==> config.mk <==
export PLATFORM = sky130hd
export DESIGN_NAME = pt_ring_link_tx_flat
export DESIGN_NICKNAME = d
export VERILOG_FILES = /design/src/rtl/pt_ring_link_tx_pkg.sv /design/src/rtl/pt_ring_link_tx_if.sv /design/src/rtl/pt_crd_cnt.sv /design/src/rtl/pt_ring_link_tx.sv /design/src/flat_wrapper.sv
export SDC_FILE = /design/constraint.sdc
export NUM_CORES = 1
export LEC_CHECK = 0
export BUFFER_PORTS_ARGS = -buffer_cell sky130_fd_sc_hd__buf_2
export CAP_MARGIN = 20
export CORE_ASPECT_RATIO = 0.8
export CORE_MARGIN = 2
export CORE_UTILIZATION = 35
export DETAILED_ROUTE_END_ITERATION = 10
export GPL_ROUTABILITY_DRIVEN = 1
export SLEW_MARGIN = 40
export SYNTH_ARGS = -nofsm -noshare
export SYNTH_HDL_FRONTEND = slang
export SYNTH_SLANG_ARGS = --single-unit
==> constraint.sdc <==
create_clock -name clk -period 3.1 [get_ports clk]
set_input_delay 0.31 -clock clk [delete_from_list [all_inputs] [get_ports clk]]
set_output_delay 0.31 -clock clk [all_outputs]
set_load 0.02 [all_outputs]
==> src/rtl/pt_ring_link_tx_pkg.sv <==
// Shared types and widths for the ring-stop transmit link.
package pt_ring_link_tx_pkg;
   localparam int LINK_WIDTH = 8;
   localparam int CRD_W      = 4;

   typedef enum logic {
      BYP_PRI   = 1'b0,
      LOC_FORCE = 1'b1
   } arb_st_e;

   typedef struct packed {
      logic                  vld;
      logic [LINK_WIDTH-1:0] dat;
   } link_flit_t;
endpackage

==> src/rtl/pt_ring_link_tx_if.sv <==
// Transmit-side bundle: inject FIFO read port, bypass handshake, outgoing link, credit return.
interface pt_ring_link_tx_if
   import pt_ring_link_tx_pkg::*;
#(
   parameter int WIDTH = LINK_WIDTH
);
   logic             iLocEmpty;
   logic [WIDTH-1:0] iLocDat;
   logic             oLocRdEn;
   logic             iBypVld;
   logic [WIDTH-1:0] iBypDat;
   logic             oBypRdy;
   logic             oLinkVld;
   logic [WIDTH-1:0] oLinkDat;
   logic             iLinkCrd;
   logic [CRD_W-1:0] oCrdCnt;
   logic             oCrdErr;
   logic             oIdle;

   modport master (
      input  iLocEmpty, iLocDat, iBypVld, iBypDat, iLinkCrd,
      output oLocRdEn, oBypRdy, oLinkVld, oLinkDat, oCrdCnt, oCrdErr, oIdle
   );

   modport slave (
      output iLocEmpty, iLocDat, iBypVld, iBypDat, iLinkCrd,
      input  oLocRdEn, oBypRdy, oLinkVld, oLinkDat, oCrdCnt, oCrdErr, oIdle
   );
endinterface

==> src/rtl/pt_crd_cnt.sv <==
// Downstream credit counter: decrement on send, increment on return, saturating at INIT.
module pt_crd_cnt
   import pt_ring_link_tx_pkg::*;
#(
   parameter int INIT = 2
) (
   input  logic             clk,
   input  logic             rst,
   input  logic             iDec,
   input  logic             iInc,
   output logic [CRD_W-1:0] oCnt,
   output logic             oNz,
   output logic             oOvf
);
   localparam logic [CRD_W-1:0] INIT_C = CRD_W'(INIT);

   logic [CRD_W-1:0] cnt;
   logic             ovf;

   // A return with the counter already full is dropped rather than wrapped.
   function automatic logic [CRD_W-1:0] sat_step(input logic [CRD_W-1:0] c,
                                                  input logic dec, input logic inc);
      case ({dec, inc})
         2'b10:   sat_step = c - 1'b1;
         2'b01:   sat_step = (c == INIT_C) ? c : c + 1'b1;
         default: sat_step = c;
      endcase
   endfunction

   always_ff @(posedge clk) begin
      if (rst) begin
         cnt <= INIT_C;
         ovf <= 1'b0;
      end else begin
         cnt <= sat_step(cnt, iDec, iInc);
         if (iInc && !iDec && (cnt == INIT_C))
            ovf <= 1'b1;
      end
   end

   assign oCnt = cnt;
   assign oNz  = (cnt != '0);
   assign oOvf = ovf;
endmodule

==> src/rtl/pt_ring_link_tx.sv <==
// Ring-stop transmit: merges bypass and local inject traffic onto one credit-controlled link.
module pt_ring_link_tx
   import pt_ring_link_tx_pkg::*;
#(
   parameter int WIDTH      = LINK_WIDTH,
   parameter int CREDITS    = 2,
   parameter int STARVE_MAX = 4
) (
   input logic                clk,
   input logic                rst,
   pt_ring_link_tx_if.master  lk
);
   localparam logic [CRD_W-1:0] CREDITS_C = CRD_W'(CREDITS);
   localparam logic [CRD_W-1:0] STARVE_C  = CRD_W'(STARVE_MAX);

   if (CREDITS < 1 || CREDITS > 15) begin : g_crd_chk
      $error("pt_ring_link_tx: CREDITS must be in 1..15");
   end
   if (STARVE_MAX < 1 || STARVE_MAX > 15) begin : g_starve_chk
      $error("pt_ring_link_tx: STARVE_MAX must be in 1..15");
   end

   arb_st_e          st, st_nxt;
   logic [CRD_W-1:0] starve, starve_nxt;
   logic [CRD_W-1:0] crd;
   logic             crd_nz, crd_ovf;
   logic             can_send, byp_win, loc_win, send;
   logic             vld_p1;
   logic [WIDTH-1:0] dat_p1;

   // Gating with rst keeps both handshakes low throughout reset.
   assign can_send = crd_nz & ~rst;

   always_comb begin
      byp_win    = 1'b0;
      loc_win    = 1'b0;
      st_nxt     = st;
      starve_nxt = starve;
      case (st)
         BYP_PRI: begin
            byp_win = lk.iBypVld;
            loc_win = ~lk.iBypVld & ~lk.iLocEmpty;
            if (can_send) begin
               if (byp_win && !lk.iLocEmpty) begin
                  starve_nxt = starve + 1'b1;
                  if (starve == STARVE_C - 1'b1)
                     st_nxt = LOC_FORCE;
               end else if (loc_win) begin
                  starve_nxt = '0;
               end
            end
         end
         LOC_FORCE: begin
            loc_win = ~lk.iLocEmpty;
            // Leave the forced state even if the FIFO drained underneath us.
            if (can_send) begin
               starve_nxt = '0;
               st_nxt     = BYP_PRI;
            end
         end
         default: st_nxt = BYP_PRI;
      endcase
   end

   assign lk.oBypRdy  = can_send & byp_win;
   assign lk.oLocRdEn = can_send & loc_win & ~lk.iLocEmpty;
   assign send        = lk.oBypRdy | lk.oLocRdEn;

   pt_crd_cnt #(.INIT(CREDITS)) u_crd (
      .clk  (clk),
      .rst  (rst),
      .iDec (send),
      .iInc (lk.iLinkCrd),
      .oCnt (crd),
      .oNz  (crd_nz),
      .oOvf (crd_ovf)
   );

   // Stage p1: registered link flit; data holds while not valid.
   always_ff @(posedge clk) begin
      if (rst) begin
         st     <= BYP_PRI;
         starve <= '0;
         vld_p1 <= 1'b0;
         dat_p1 <= '0;
      end else begin
         st     <= st_nxt;
         starve <= starve_nxt;
         vld_p1 <= send;
         if (send)
            dat_p1 <= lk.oBypRdy ? lk.iBypDat : lk.iLocDat;
      end
   end

   assign lk.oLinkVld = vld_p1;
   assign lk.oLinkDat = dat_p1;
   assign lk.oCrdCnt  = crd;
   assign lk.oCrdErr  = crd_ovf;
   assign lk.oIdle    = (crd == CREDITS_C) & ~lk.iBypVld & lk.iLocEmpty & ~vld_p1;
endmodule

==> src/flat_wrapper.sv <==
// flat-port wrapper written by rule: the top's interface ports become plain ports
module pt_ring_link_tx_flat import pt_ring_link_tx_pkg::*;
#(
   parameter int WIDTH      = LINK_WIDTH,
   parameter int CREDITS    = 2,
   parameter int STARVE_MAX = 4
)
  (clk, rst, lk_iLocEmpty, lk_iLocDat, lk_iBypVld, lk_iBypDat, lk_iLinkCrd, lk_oLocRdEn, lk_oBypRdy, lk_oLinkVld, lk_oLinkDat, lk_oCrdCnt, lk_oCrdErr, lk_oIdle);
  pt_ring_link_tx_if #(.WIDTH(WIDTH)) lk_i ();
  input logic clk;
  input logic rst;
  input wire logic [$bits(lk_i.iLocEmpty)-1:0] lk_iLocEmpty;
  input wire logic [$bits(lk_i.iLocDat)-1:0] lk_iLocDat;
  input wire logic [$bits(lk_i.iBypVld)-1:0] lk_iBypVld;
  input wire logic [$bits(lk_i.iBypDat)-1:0] lk_iBypDat;
  input wire logic [$bits(lk_i.iLinkCrd)-1:0] lk_iLinkCrd;
  output wire logic [$bits(lk_i.oLocRdEn)-1:0] lk_oLocRdEn;
  output wire logic [$bits(lk_i.oBypRdy)-1:0] lk_oBypRdy;
  output wire logic [$bits(lk_i.oLinkVld)-1:0] lk_oLinkVld;
  output wire logic [$bits(lk_i.oLinkDat)-1:0] lk_oLinkDat;
  output wire logic [$bits(lk_i.oCrdCnt)-1:0] lk_oCrdCnt;
  output wire logic [$bits(lk_i.oCrdErr)-1:0] lk_oCrdErr;
  output wire logic [$bits(lk_i.oIdle)-1:0] lk_oIdle;
  assign lk_i.iLocEmpty = lk_iLocEmpty;
  assign lk_i.iLocDat = lk_iLocDat;
  assign lk_i.iBypVld = lk_iBypVld;
  assign lk_i.iBypDat = lk_iBypDat;
  assign lk_i.iLinkCrd = lk_iLinkCrd;
  assign lk_oLocRdEn = lk_i.oLocRdEn;
  assign lk_oBypRdy = lk_i.oBypRdy;
  assign lk_oLinkVld = lk_i.oLinkVld;
  assign lk_oLinkDat = lk_i.oLinkDat;
  assign lk_oCrdCnt = lk_i.oCrdCnt;
  assign lk_oCrdErr = lk_i.oCrdErr;
  assign lk_oIdle = lk_i.oIdle;
  pt_ring_link_tx #(.WIDTH(WIDTH), .CREDITS(CREDITS), .STARVE_MAX(STARVE_MAX)) u_core (.clk(clk), .rst(rst), .lk(lk_i));
endmodule
==> metrics.md <==
| Metric | Value |
|---|---|
| Status | finished clean |
| Drt first pass iters | 4 |
| Mean Syn Cell Area | between 9 and 10 um^2 |
| Die Wd | roughly 64 um |
| Total routed wirelength | around 2200 um |
| IO Port Bufs | 37 |
| Final min period | about 2500 ps |
| Register area share after synthesis | 0.379 |
| Gr ovfl total | 0 |
| Drt initial violations | 22 |
| Antenna viol nets, final | 0 |
| Max IR drop VDD | between 0.2 and 0.25 mV |
| Slew @ Worst Pin | approximately 680 ps |
| Htree depth | 1 |
| CTS resizes | 0 |
| Vias | slightly below 900 |
| PnR Total Power | slightly below 0.9 mW |
| CP bufs+invs | 0 |
| CP Class | register to register |
| RSZ-0062 raised after global routing | false |
| Final worst-path cycle share | 0.811 |
| Leak | approximately 0.57 nW |
| Clk sink count | 19 |
| FILL cells | between 200 and 300 |
| Power density over the cells | between 700 and 800 mW/mm^2 |
| CP max stage cell | nor4_4 |
| Final Max Slew Viols | 0 |
| Hold depth | 3 |
| Setup crit start kind | register |
| GPL Wtd Cong | 0.785 |
| Busiest metal layer after global routing | met2 |
| Most frequent cells in the layout | buf_2 (37), nor2_1 (22), dfxtp_1 (19), mux2i_1 (11), a211oi_1 (9) |
| Worst Clk Skew | approximately 2.0 ps |
| Clock-pin slew on the worst setup and hold paths | around 120 ps |
| Setup TNS | 0 ps |
| Global Route Usage Sum | 0.136 |
| Netlist cell types | 33 |
| Fmax | approximately 0.4 GHz |
| Initial Util | 0.366 |
| DR WL/cell | about 12 um |
| Worst r2r dst | u_core.u_crd.oCnt[3] |
| Count of final setup violators | 0 |
| Placed Cells | roughly 180 |
| Post-DP HPWL | about 1700 um |
| Min-Delay Path Class | primary input to register |
| Share of cells above drive strength 1 | 0.336 |
| Worst reg2reg startpoint | u_core.u_crd.oCnt[1] |
| GR Util met2 | 0.238 |
| Crit. End Element | register |
| Die area | 0.00331 mm^2 |
| Synth Net Count | between 100 and 150 |
| Area leader, netlist | dfxtp_1 |
| Main synth FF type | dfxtp_1 |
| Largest stage delay on the critical path | about 540 ps |
| Die span in y | just over 50 um |
| Slew headroom | 0.541 |
| Initial antenna violation count | 0 |
| Largest cells by area after synthesis | dfxtp_1 (38%), mux2i_1 (11%), nor2_1 (8.2%) |
| Hold_buf cts | 0 |
| Register bit total from synthesis | 19 |
| Yosys top cell area share | 0.379 |
| Worst Path Arrival | ~2700 ps |
| Largest net degree at the start of global routing | 26 |
| CTS Buf Count | 3 |
| DR vias/cell | 4.86 |
| Slack of the worst reg-to-reg path | between 500 and 600 ps |
| Crit path max fanout | 8 |
| First-pass GRT wire length | approximately 3500 um |
| Design Area, Final | roughly 0.0012 mm^2 |
| Hold endpoint | u_core.u_crd.oOvf |
| Ys async rst share | 0 |
| CTS tree | yes |
| CP delay by family, top | simple AND/OR/NAND/NOR gates |
| Synth-to-layout area growth | 23.9% |
| Worst path depth | 8 |
| Synth Instances | about 110 |
| R2r worst-path depth | 8 |
| Fin. Hold Viols | 0 |
| NumNets Final | between 150 and 200 |
| Max_cap viols | 0 |
| N_diodes | 0 |
| Area of placed instances | ~0.0012 mm^2 |
| Worst hold path startpoint | lk_iLinkCrd |
| CTS root buf | clkbuf_4 |
| Post-CTS Setup Repair Bufs | 0 |
| Yosys warnings | 0 |
| Core area | 0.00274 mm^2 |
| Post-synth EDFFs | 0 |
| Fin cells | between 150 and 200 |
| CTS Buffer Depth | 2 |
| DRC viols | 0 |
| Vias in the first global route | approximately 810 |
| Required time of the critical path | 3310 ps |
| Most common cell after layout, fill and taps aside | buf_2 |
| FP Rows | 17 |
| Crit-path cells | nor4_4, a211o_4, nand2_1, ha_1, a21oi_1, a211oi_1, mux2i_1, mux2_2 |
| IO Pins | 38 |
| Met1 Usage GRT | 0.159 |
| Cell area after synthesis | 0.00100 mm^2 |
| Clk Latency, worst-skew pair | ~300 ps |
| M3 GR Usage | 0.0519 |
==> power breakdown <==
group	switching [mW]	internal (mW)	leakage, nW
logic	0.229	0.176	0.399
clock network	0.0832	0.0491	0.0139
registers	0.0619	0.293	0.156
==> synthesized netlist by cell type (2+ instances only) <==
| library cell | n |
|---|---|
| nor2_1 | 22 |
| dfxtp_1 | 19 |
| mux2i_1 | 11 |
| a211oi_1 | 9 |
| nor3_1 | 4 |
| xnor2_1 | 4 |
| ha_1 | 3 |
| nand3_1 | 3 |
| and3_1 | 2 |
| mux2_1 | 2 |
| nand2_1 | 2 |
| nor2b_1 | 2 |
| nor4b_1 | 2 |
==> worst reg2reg max path, stage by stage, from the launching register on <==
cell and delay, ps:
dfxtp_1 410, nor4_4 540, a211o_4 220, nand2_1 110
ha_1 340, a21oi_1 170, a211oi_1 100, mux2i_1 190
mux2_2 340
==> per-layer routing <==
metal | wire length [um] | vias to the layer above
met2 | 974 | 29
met1 | 1030 | 398
met5 | 0 | -
met4 | 6 | 0
li1 | - | 450
met3 | 144 | 2
==> kinds of logic after synthesis <==
kind of cell    synth area share
simple gates               0.231
flops                      0.379
xor+xnor                  0.0349
buf+inv                   0.0374
mux                        0.157
fa+ha+maj                 0.0574
compound gates             0.103
==> flip-flops by register name (all words and copies together) (netlist names) <==
signal	count
u_core.u_crd.oOvf	1
u_core.starve	4
u_core.st	1
u_core.lk.oLinkDat	8
u_core.u_crd.oCnt	4
u_core.lk.oLinkVld	1
==> stage by stage <==
| step | setup slack [ps] | hold slack, ps | utilization |
|---|---|---|---|
| floorplan | 737 | 467 | - |
| global placement | 723 | 468 | 0.442 |
| detailed placement | 605 | 472 | 0.442 |
| CTS | 583 | 286 | 0.453 |
| global route | 431 | 300 | 0.453 |
| finish | 586 | 292 | 0.453 |
==> worst max path at each step <==
| stage | start | slack (ps) | to |
|---|---|---|---|
| floorplan | u_core.u_crd.oCnt[1] | 740 | u_core.u_crd.oCnt[3] |
| global placement | u_core.u_crd.oCnt[1] | 720 | u_core.u_crd.oCnt[3] |
| detailed placement | u_core.u_crd.oCnt[1] | 600 | u_core.u_crd.oCnt[3] |
| CTS | u_core.u_crd.oCnt[1] | 580 | u_core.u_crd.oCnt[3] |
| global route | u_core.u_crd.oCnt[1] | 430 | u_core.u_crd.oCnt[3] |
| finish | u_core.u_crd.oCnt[1] | 590 | u_core.u_crd.oCnt[3] |
==> final cells by class <==
| class | instances | area (um^2) | area share |
|---|---|---|---|
| multi-input combinational | 80 | 586 | 0.471 |
| sequential | 19 | 380 | 0.306 |
| timing repair buffer | 38 | 193 | 0.155 |
| tap | 38 | 47.5 | 0.0382 |
| clock buffer | 3 | 22.5 | 0.0181 |
| clock inverter | 1 | 7.51 | 0.00604 |
| inverter | 2 | 7.51 | 0.00604 |
No activity file was read; power rests on OpenSTA's default activity.
